### src/rtl/memory_arbiter.sv
// memory_arbiter
// Shares one single-ported RAM between the instruction-fetch path and the
// data path. One RAM transaction runs at a time; the losing requester is
// held with its wait signal. A completed access shows up as its wait
// signal dropping low for exactly one cycle.
//
// Optional feature (compile-time macro ARB_FAIRNESS_EN):
//   When defined, a saturating 4-bit counter tracks data completions that
//   occur while an instruction fetch is pending. Once it reaches
//   STARVE_LIMIT, the next arbitration in IDLE goes to the instruction
//   path. When undefined, data always has priority and no counter exists.
module memory_arbiter #(
    parameter int unsigned STARVE_LIMIT = 4
) (
    input  logic        CLK,
    input  logic        nRST,
    input  logic        iREN,
    input  logic [31:0] iaddr,
    output logic        iwait,
    output logic [31:0] iload,
    input  logic        dREN,
    input  logic        dWEN,
    input  logic [31:0] daddr,
    input  logic [31:0] dstore,
    output logic        dwait,
    output logic [31:0] dload,
    output logic        ramREN,
    output logic        ramWEN,
    output logic [31:0] ramaddr,
    output logic [31:0] ramstore,
    input  logic [31:0] ramload,
    input  logic [1:0]  ramstate
);

    localparam logic [1:0] RS_ACCESS = 2'd2;

    // Limit clamped into the legal 1..15 range so a bad override cannot
    // disable or overflow the starvation check.
    localparam logic [3:0] LIMIT = (STARVE_LIMIT > 32'd15) ? 4'd15 :
                                   (STARVE_LIMIT < 32'd1)  ? 4'd1  :
                                   4'(STARVE_LIMIT);

    typedef enum logic [1:0] {
        ST_IDLE   = 2'd0,
        ST_IGRANT = 2'd1,
        ST_DGRANT = 2'd2
    } state_t;

    state_t state_q;
    state_t state_d;

    logic dreq_s;
    logic starve_s;

    assign dreq_s = dREN | dWEN;

    // Read data is simply forwarded; it is meaningful only on completion.
    assign iload = ramload;
    assign dload = ramload;

`ifdef ARB_FAIRNESS_EN
    logic [3:0] dcount_q;
    logic [3:0] dcount_d;
    logic       icomp_s;
    logic       dcomp_s;

    assign icomp_s  = (state_q == ST_IGRANT) && iREN && (ramstate == RS_ACCESS);
    assign dcomp_s  = (state_q == ST_DGRANT) && dreq_s && (ramstate == RS_ACCESS);
    assign starve_s = (dcount_q >= LIMIT);

    // Starvation counter: counts data completions while a fetch waits.
    always_comb begin
        dcount_d = dcount_q;
        if (!iREN || icomp_s) begin
            dcount_d = 4'd0;
        end else if (dcomp_s && (dcount_q != 4'd15)) begin
            dcount_d = dcount_q + 4'd1;
        end else begin
            dcount_d = dcount_q;
        end
    end

    // Starvation counter register.
    always_ff @(posedge CLK or negedge nRST) begin
        if (!nRST) begin
            dcount_q <= 4'd0;
        end else begin
            dcount_q <= dcount_d;
        end
    end
`else
    // Without a counter the count is pinned at zero, which never reaches
    // the (always >= 1) limit, so data keeps strict priority.
    assign starve_s = (4'd0 >= LIMIT);
`endif

    // Arbitration, RAM drive and wait generation for the current grant.
    always_comb begin
        state_d  = state_q;
        ramREN   = 1'b0;
        ramWEN   = 1'b0;
        ramaddr  = 32'd0;
        ramstore = 32'd0;
        iwait    = iREN;
        dwait    = dreq_s;
        case (state_q)
            ST_IDLE: begin
                if (iREN && starve_s) begin
                    state_d = ST_IGRANT;
                end else if (dreq_s) begin
                    state_d = ST_DGRANT;
                end else if (iREN) begin
                    state_d = ST_IGRANT;
                end else begin
                    state_d = ST_IDLE;
                end
            end
            ST_DGRANT: begin
                ramaddr  = daddr;
                ramstore = dstore;
                if (!dreq_s) begin
                    // Requester walked away: drop enables, no completion.
                    dwait   = 1'b1;
                    state_d = ST_IDLE;
                end else begin
                    // A write wins when both read and write are requested.
                    ramWEN = dWEN;
                    ramREN = ~dWEN;
                    if (ramstate == RS_ACCESS) begin
                        dwait   = 1'b0;
                        state_d = ST_IDLE;
                    end else begin
                        // FREE, BUSY and ERROR all hold; ERROR retries forever.
                        dwait   = 1'b1;
                        state_d = ST_DGRANT;
                    end
                end
            end
            ST_IGRANT: begin
                ramaddr = iaddr;
                if (!iREN) begin
                    iwait   = 1'b1;
                    state_d = ST_IDLE;
                end else begin
                    ramREN = 1'b1;
                    if (ramstate == RS_ACCESS) begin
                        iwait   = 1'b0;
                        state_d = ST_IDLE;
                    end else begin
                        iwait   = 1'b1;
                        state_d = ST_IGRANT;
                    end
                end
            end
            default: begin
                state_d = ST_IDLE;
            end
        endcase
    end

    // Grant state register; reset forces IDLE and drops the RAM enables at once.
    always_ff @(posedge CLK or negedge nRST) begin
        if (!nRST) begin
            state_q <= ST_IDLE;
        end else begin
            state_q <= state_d;
        end
    end

endmodule
### config.mk
export PLATFORM = sky130hd
export DESIGN_NAME = memory_arbiter
export DESIGN_NICKNAME = d
export VERILOG_FILES = /design/src/rtl/memory_arbiter.sv
export SDC_FILE = /design/constraint.sdc
export NUM_CORES = 1
export LEC_CHECK = 0
export ABC_AREA = 1
export CAP_MARGIN = 15
export CORE_AREA = 4 4 102 104
export DETAILED_ROUTE_END_ITERATION = 10
export DIE_AREA = 0 0 106 108
export PLACE_DENSITY = 0.67
export SETUP_SLACK_MARGIN = 0.15
export SLEW_MARGIN = 20
export SYNTH_ARGS = -nofsm -noshare
export SYNTH_HDL_FRONTEND = slang
export SYNTH_SLANG_ARGS = --single-unit
### constraint.sdc
create_clock -name CLK -period 2.8 [get_ports CLK]
set_input_delay 0.42 -clock CLK [delete_from_list [all_inputs] [get_ports CLK]]
set_output_delay 0.42 -clock CLK [all_outputs]
set_load 0.005 [all_outputs]
# After elaboration in Yosys (flattened, before gate mapping)

Cells that the tools add are included.

Equality and inequality tests: 3
Mux-type cells: 19
Bitwise operators: 2
Reductions and logical operators: 1

Operators by type and width:

| cell                                                 | number |
|---|---|
| case mux 32 bit (2 select lines)                     | 1 |
| two-way mux 32 bit                                   | 1 |
| two-way mux 1 bit                                    | 12 |
| two-way mux 2 bit                                    | 3 |
| case mux 2 bit (3 select lines)                      | 1 |
| equality test 2 bit (second input constant)          | 2 |
| equality test 2 x 1 -> 1 bit (second input constant) | 1 |
| zero test 2 bit                                      | 1 |
| case mux 1 bit (2 select lines)                      | 1 |
| NOT 1 bit                                            | 1 |
| OR 1 bit                                             | 1 |

Register bits: 2
Input bits: 135
Word-level logic and storage cells: 26

# Logic depth before layout (Yosys ltp)

Depth after elaboration: 4
Depth in mapped cells: 6
Gate-level depth less buffers: 5

# Least setup slack after synthesis

No wires, ideal clock.

Kind: register -> output
From: reg state_q[0]
To: out ramREN
Arrival: 1.091 ns
Data required time: 2.380 ns
Slack: 1.289 ns
Cell stages (with the launch flop): 6
Buffers on the path: 1
Path through: dfrtp_1 -> inv_1 -> ha_1 -> inv_1 -> buf_2 -> a21oi_1

Cells in the longest elaborated chain, start to end: 2

RTL lines:

| what                                                                       | RTL line | RTL |
|---|---|---|
| from (decl)                                                                | 49       | `state_t state_q;` |
| from (signal assigned)                                                     | 166      | `state_q <= state_d;` |
| equality test 2 x 1 -> 1 bit / equality test 2 bit (equally long branches) | 106      | `case (state_q)` |
| case mux 1 bit (2 select lines) *                                          | 106      |  |
| to (decl)                                                                  | 27       | `output logic ramREN,` |

Mark *: on every way between the ends. The rest lies on a longest branch, timed or not.

# Worst setup path in the final report

From: reg state_q[0]
To: out ramaddr[24]

Cells in the longest elaborated chain, start to end: 2

RTL lines:

| what                                                                       | RTL line | RTL |
|---|---|---|
| equality test 2 x 1 -> 1 bit / equality test 2 bit (equally long branches) | 106      |  |
| case mux 32 bit (2 select lines) *                                         | 106      |  |
| to (decl)                                                                  | 29       | `output logic [31:0] ramaddr,` |

Marks and branches as above.

==> impl_metrics.json <==
{
  "status": "complete, no violations",
  "setup_tns_ps": 0,
  "post_cts_buffers": 0,
  "ys_ff_latch": 2,
  "grt_max_degree": 36,
  "cp_cell_sequence": "inv_1 -> ha_2 -> buf_4 -> nand2_1 -> a21oi_1 -> clkdlybuf4s50_1",
  "cp_top_family": "buffers and inverters",
  "grt_pass1_vias": 1880,
  "cts-buffers-inserted": 3,
  "rows": 36,
  "yosysWarnings": 0,
  "seqPwrFrac": 0.035,
  "critPathMaxStageDelay_ps": 520,
  "final_hold_viol_count": 0,
  "critPathLaunchType": "flop",
  "slew_headroom": 0.772,
  "swShare": 0.405,
  "coreArea_um2": 9550,
  "clk_latency_ps": 210,
  "skew_ps": 1.32,
  "vias_per_cell": 3.75,
  "first_iter_violations": 80,
  "avgRoutedWirePerCell_um": 12.8,
  "finalCritPeriodShare": 0.891,
  "grt.overflow.total": 0,
  "netlist_instances": 273,
  "grt_usage": 0.102,
  "switching_power_uw": 497,
  "setup_viol": 0,
  "die_area_um2": 11400,
  "grt_pass1_wl_um": 9270,
  "port_buffers": 170,
  "path_class": "reg2out",
  "cp.arrival_ps": 2080,
  "diodes": 0,
  "cpMaxStageDelayCell": "clkdlybuf4s50_1",
  "io-pin-count": 267,
  "r2r_end": "state_q[1]$_DFF_PN0_",
  "r2r-start": "state_q[0]$_DFF_PN0_",
  "ys_seq_area_frac": 0.0349,
  "min_period_ps": 2500,
  "cellPowerDensity_nw_per_um2": 433,
  "clkTransAtPathRegs_ps": 30,
  "syn_avg_cell_area_um2": 5.26,
  "endpoint_kind": "primary output",
  "gr-usage-met3": 0.0645,
  "required_ps": 2380,
  "p_int_uw": 731,
  "first_pass_iters": 4,
  "reg2reg_depth": 5,
  "gp_congestion": 0.714,
  "area_delta_synth_final_pct": 97.4,
  "grt-busiest-layer": "met2",
  "h-tree-depth": 1,
  "netlist_area_um2": 1440,
  "cts-root-buf": "clkbuf_8",
  "place_hpwl_um": 5510,
  "layout-drive-gt1-share": 0.0508,
  "regMostFlops": "state_q",
  "combPwrFrac": 0.874,
  "crit_buf_inv": 3,
  "slew_violations": 0,
  "ff2ff_setup_slack_ps": 1480,
  "antenna_found_initial": 0,
  "dieHeight_um": 108,
  "ys_types": 11,
  "largest_reg_flops": 2,
  "final_antenna_net_count": 0,
  "met1_usage": 0.113,
  "instances_no_fill": 507,
  "reg_top3": "state_q x2",
  "rsz0062_at_grt": "false",
  "tightest_slew_ps": 342,
  "critPathMaxFanout": 35,
  "place_inst": 504,
  "wirelength_um": 6480,
  "timing.fmax_ghz": 0.401,
  "vias": 1899,
  "cts_tree": "yes",
  "leakagePower_uw": 0.00126,
  "die_w_um": 106,
  "synth_fp_nets": 414,
  "final_nets": 517,
  "clock-sinks": 2,
  "drc": 0,
  "hold_path.class": "in2async",
  "max_cap_violations": 0,
  "clock_path_buffers": 2,
  "start_util": 0.150,
  "share_clk_of_total_power": 0.091,
  "grt_use_met2": 0.158,
  "irDropWorstVdd_v": 0.000179
}
cells in the final DEF (no fill, tap or decap):
| master | instances |
|---|---|
| clkdlybuf4s50_1 | 170 |
| nand2_1 | 107 |
| a21oi_1 | 35 |
| inv_1 | 30 |
| inv_2 | 10 |
| ha_1 | 5 |
| nor2_1 | 4 |
| buf_4 | 4 |
| clkbuf_8 | 3 |
| dfrtp_1 | 2 |
| nand3b_1 | 1 |
| nand3_1 | 1 |
| ha_2 | 1 |
| buf_6 | 1 |
synth_stat cells:
library cell | n | area [µm²]
nand2_1 | 107 | 402
buf_4 | 68 | 510
a21oi_1 | 35 | 175
inv_1 | 30 | 113
inv_2 | 10 | 37.5
buf_2 | 9 | 45.0
ha_1 | 6 | 75.1
nor2_1 | 4 | 15.0
dfrtp_1 | 2 | 50.1
nand3_1 | 1 | 5.00
nand3b_1 | 1 | 7.51
final cells by class:
type,count,area [µm²]
Timing Repair Buffer,175,1740
Inverter,40,150
Multi-Input combinational cell,154,682
Fill cell,1035,6720
Clock buffer,3,41.3
Sequential cell,2,50.0
Tap cell,133,166
worst reg2reg max path: cells and delay by family (launching register included):
kind | cells | cell delay [ps]
fa+ha+maj | 1 | 190
flops | 1 | 400
buf+inv | 2 | 410
simple gates | 1 | 90
compound gates | 1 | 140
logic make-up (layout without fill, tap and decap cells):
group                      after synthesis  after routing  share of synthesized area
and+or+nand+nor                        113            113                      0.299
adders and majority gates                6              6                     0.0523
buffers and inverters                  117            218                      0.492
AOI/OAI and AO/OA                       35             35                      0.122
DFF                                      2              2                     0.0349
timing repair:
action | CTS | global route
hold buffers | 0 | 0
setup endpoints to repair | 0 | 26
gates resized for setup | 0 | 1
metrics by stage:
| stage | total power [µW] | utilization | cell area, µm² | hold WS (ps) | setup slack [ps] |
|---|---|---|---|---|---|
| 4_1_cts | 1260 | 0.296 | 2830 | 382 | 158 |
| 3_5_place_dp | 1130 | 0.292 | 2790 | 603 | 380 |
| 3_3_place_gp | 1120 | 0.292 | 2790 | 595 | 441 |
| 6_report | 1230 | 0.297 | 2830 | 384 | 304 |
| 2_1_floorplan | 554 | - | 1440 | 124 | 1290 |
| 5_1_grt | 1350 | 0.297 | 2830 | 386 | 151 |
worst max path at each step:
stage	from	endpoint	slack (ps)	depth (start not counted)
floorplan	state_q[0]$_DFF_PN0_	ramREN	1290	5
global placement	state_q[0]$_DFF_PN0_	ramaddr[14]	440	6
detailed placement	state_q[0]$_DFF_PN0_	ramaddr[7]	380	6
CTS	state_q[0]$_DFF_PN0_	ramaddr[7]	160	6
global route	state_q[0]$_DFF_PN0_	ramaddr[7]	150	6
finish	state_q[0]$_DFF_PN0_	ramaddr[24]	300	6
per-layer routing:
metal  routed length (µm)  share of wire  vias to the layer above
li1                     -              -                      944
met1                 2430           0.37                      788
met2                 2840           0.44                      138
met3                 1000           0.15                       29
met4                  210          0.032                        0
met5                    0              0                        -
power by group through the flow:
stage	Clock [µW]	Sequential, µW	Combinational [µW]
final	112	43.1	1070
after global routing	119	43.9	1190
after CTS	117	43.2	1100
after detailed placement	0	43.5	1090
after global placement	0	42.8	1080
after floorplan	0	41.9	512
Power figures use the tool's default switching activity.
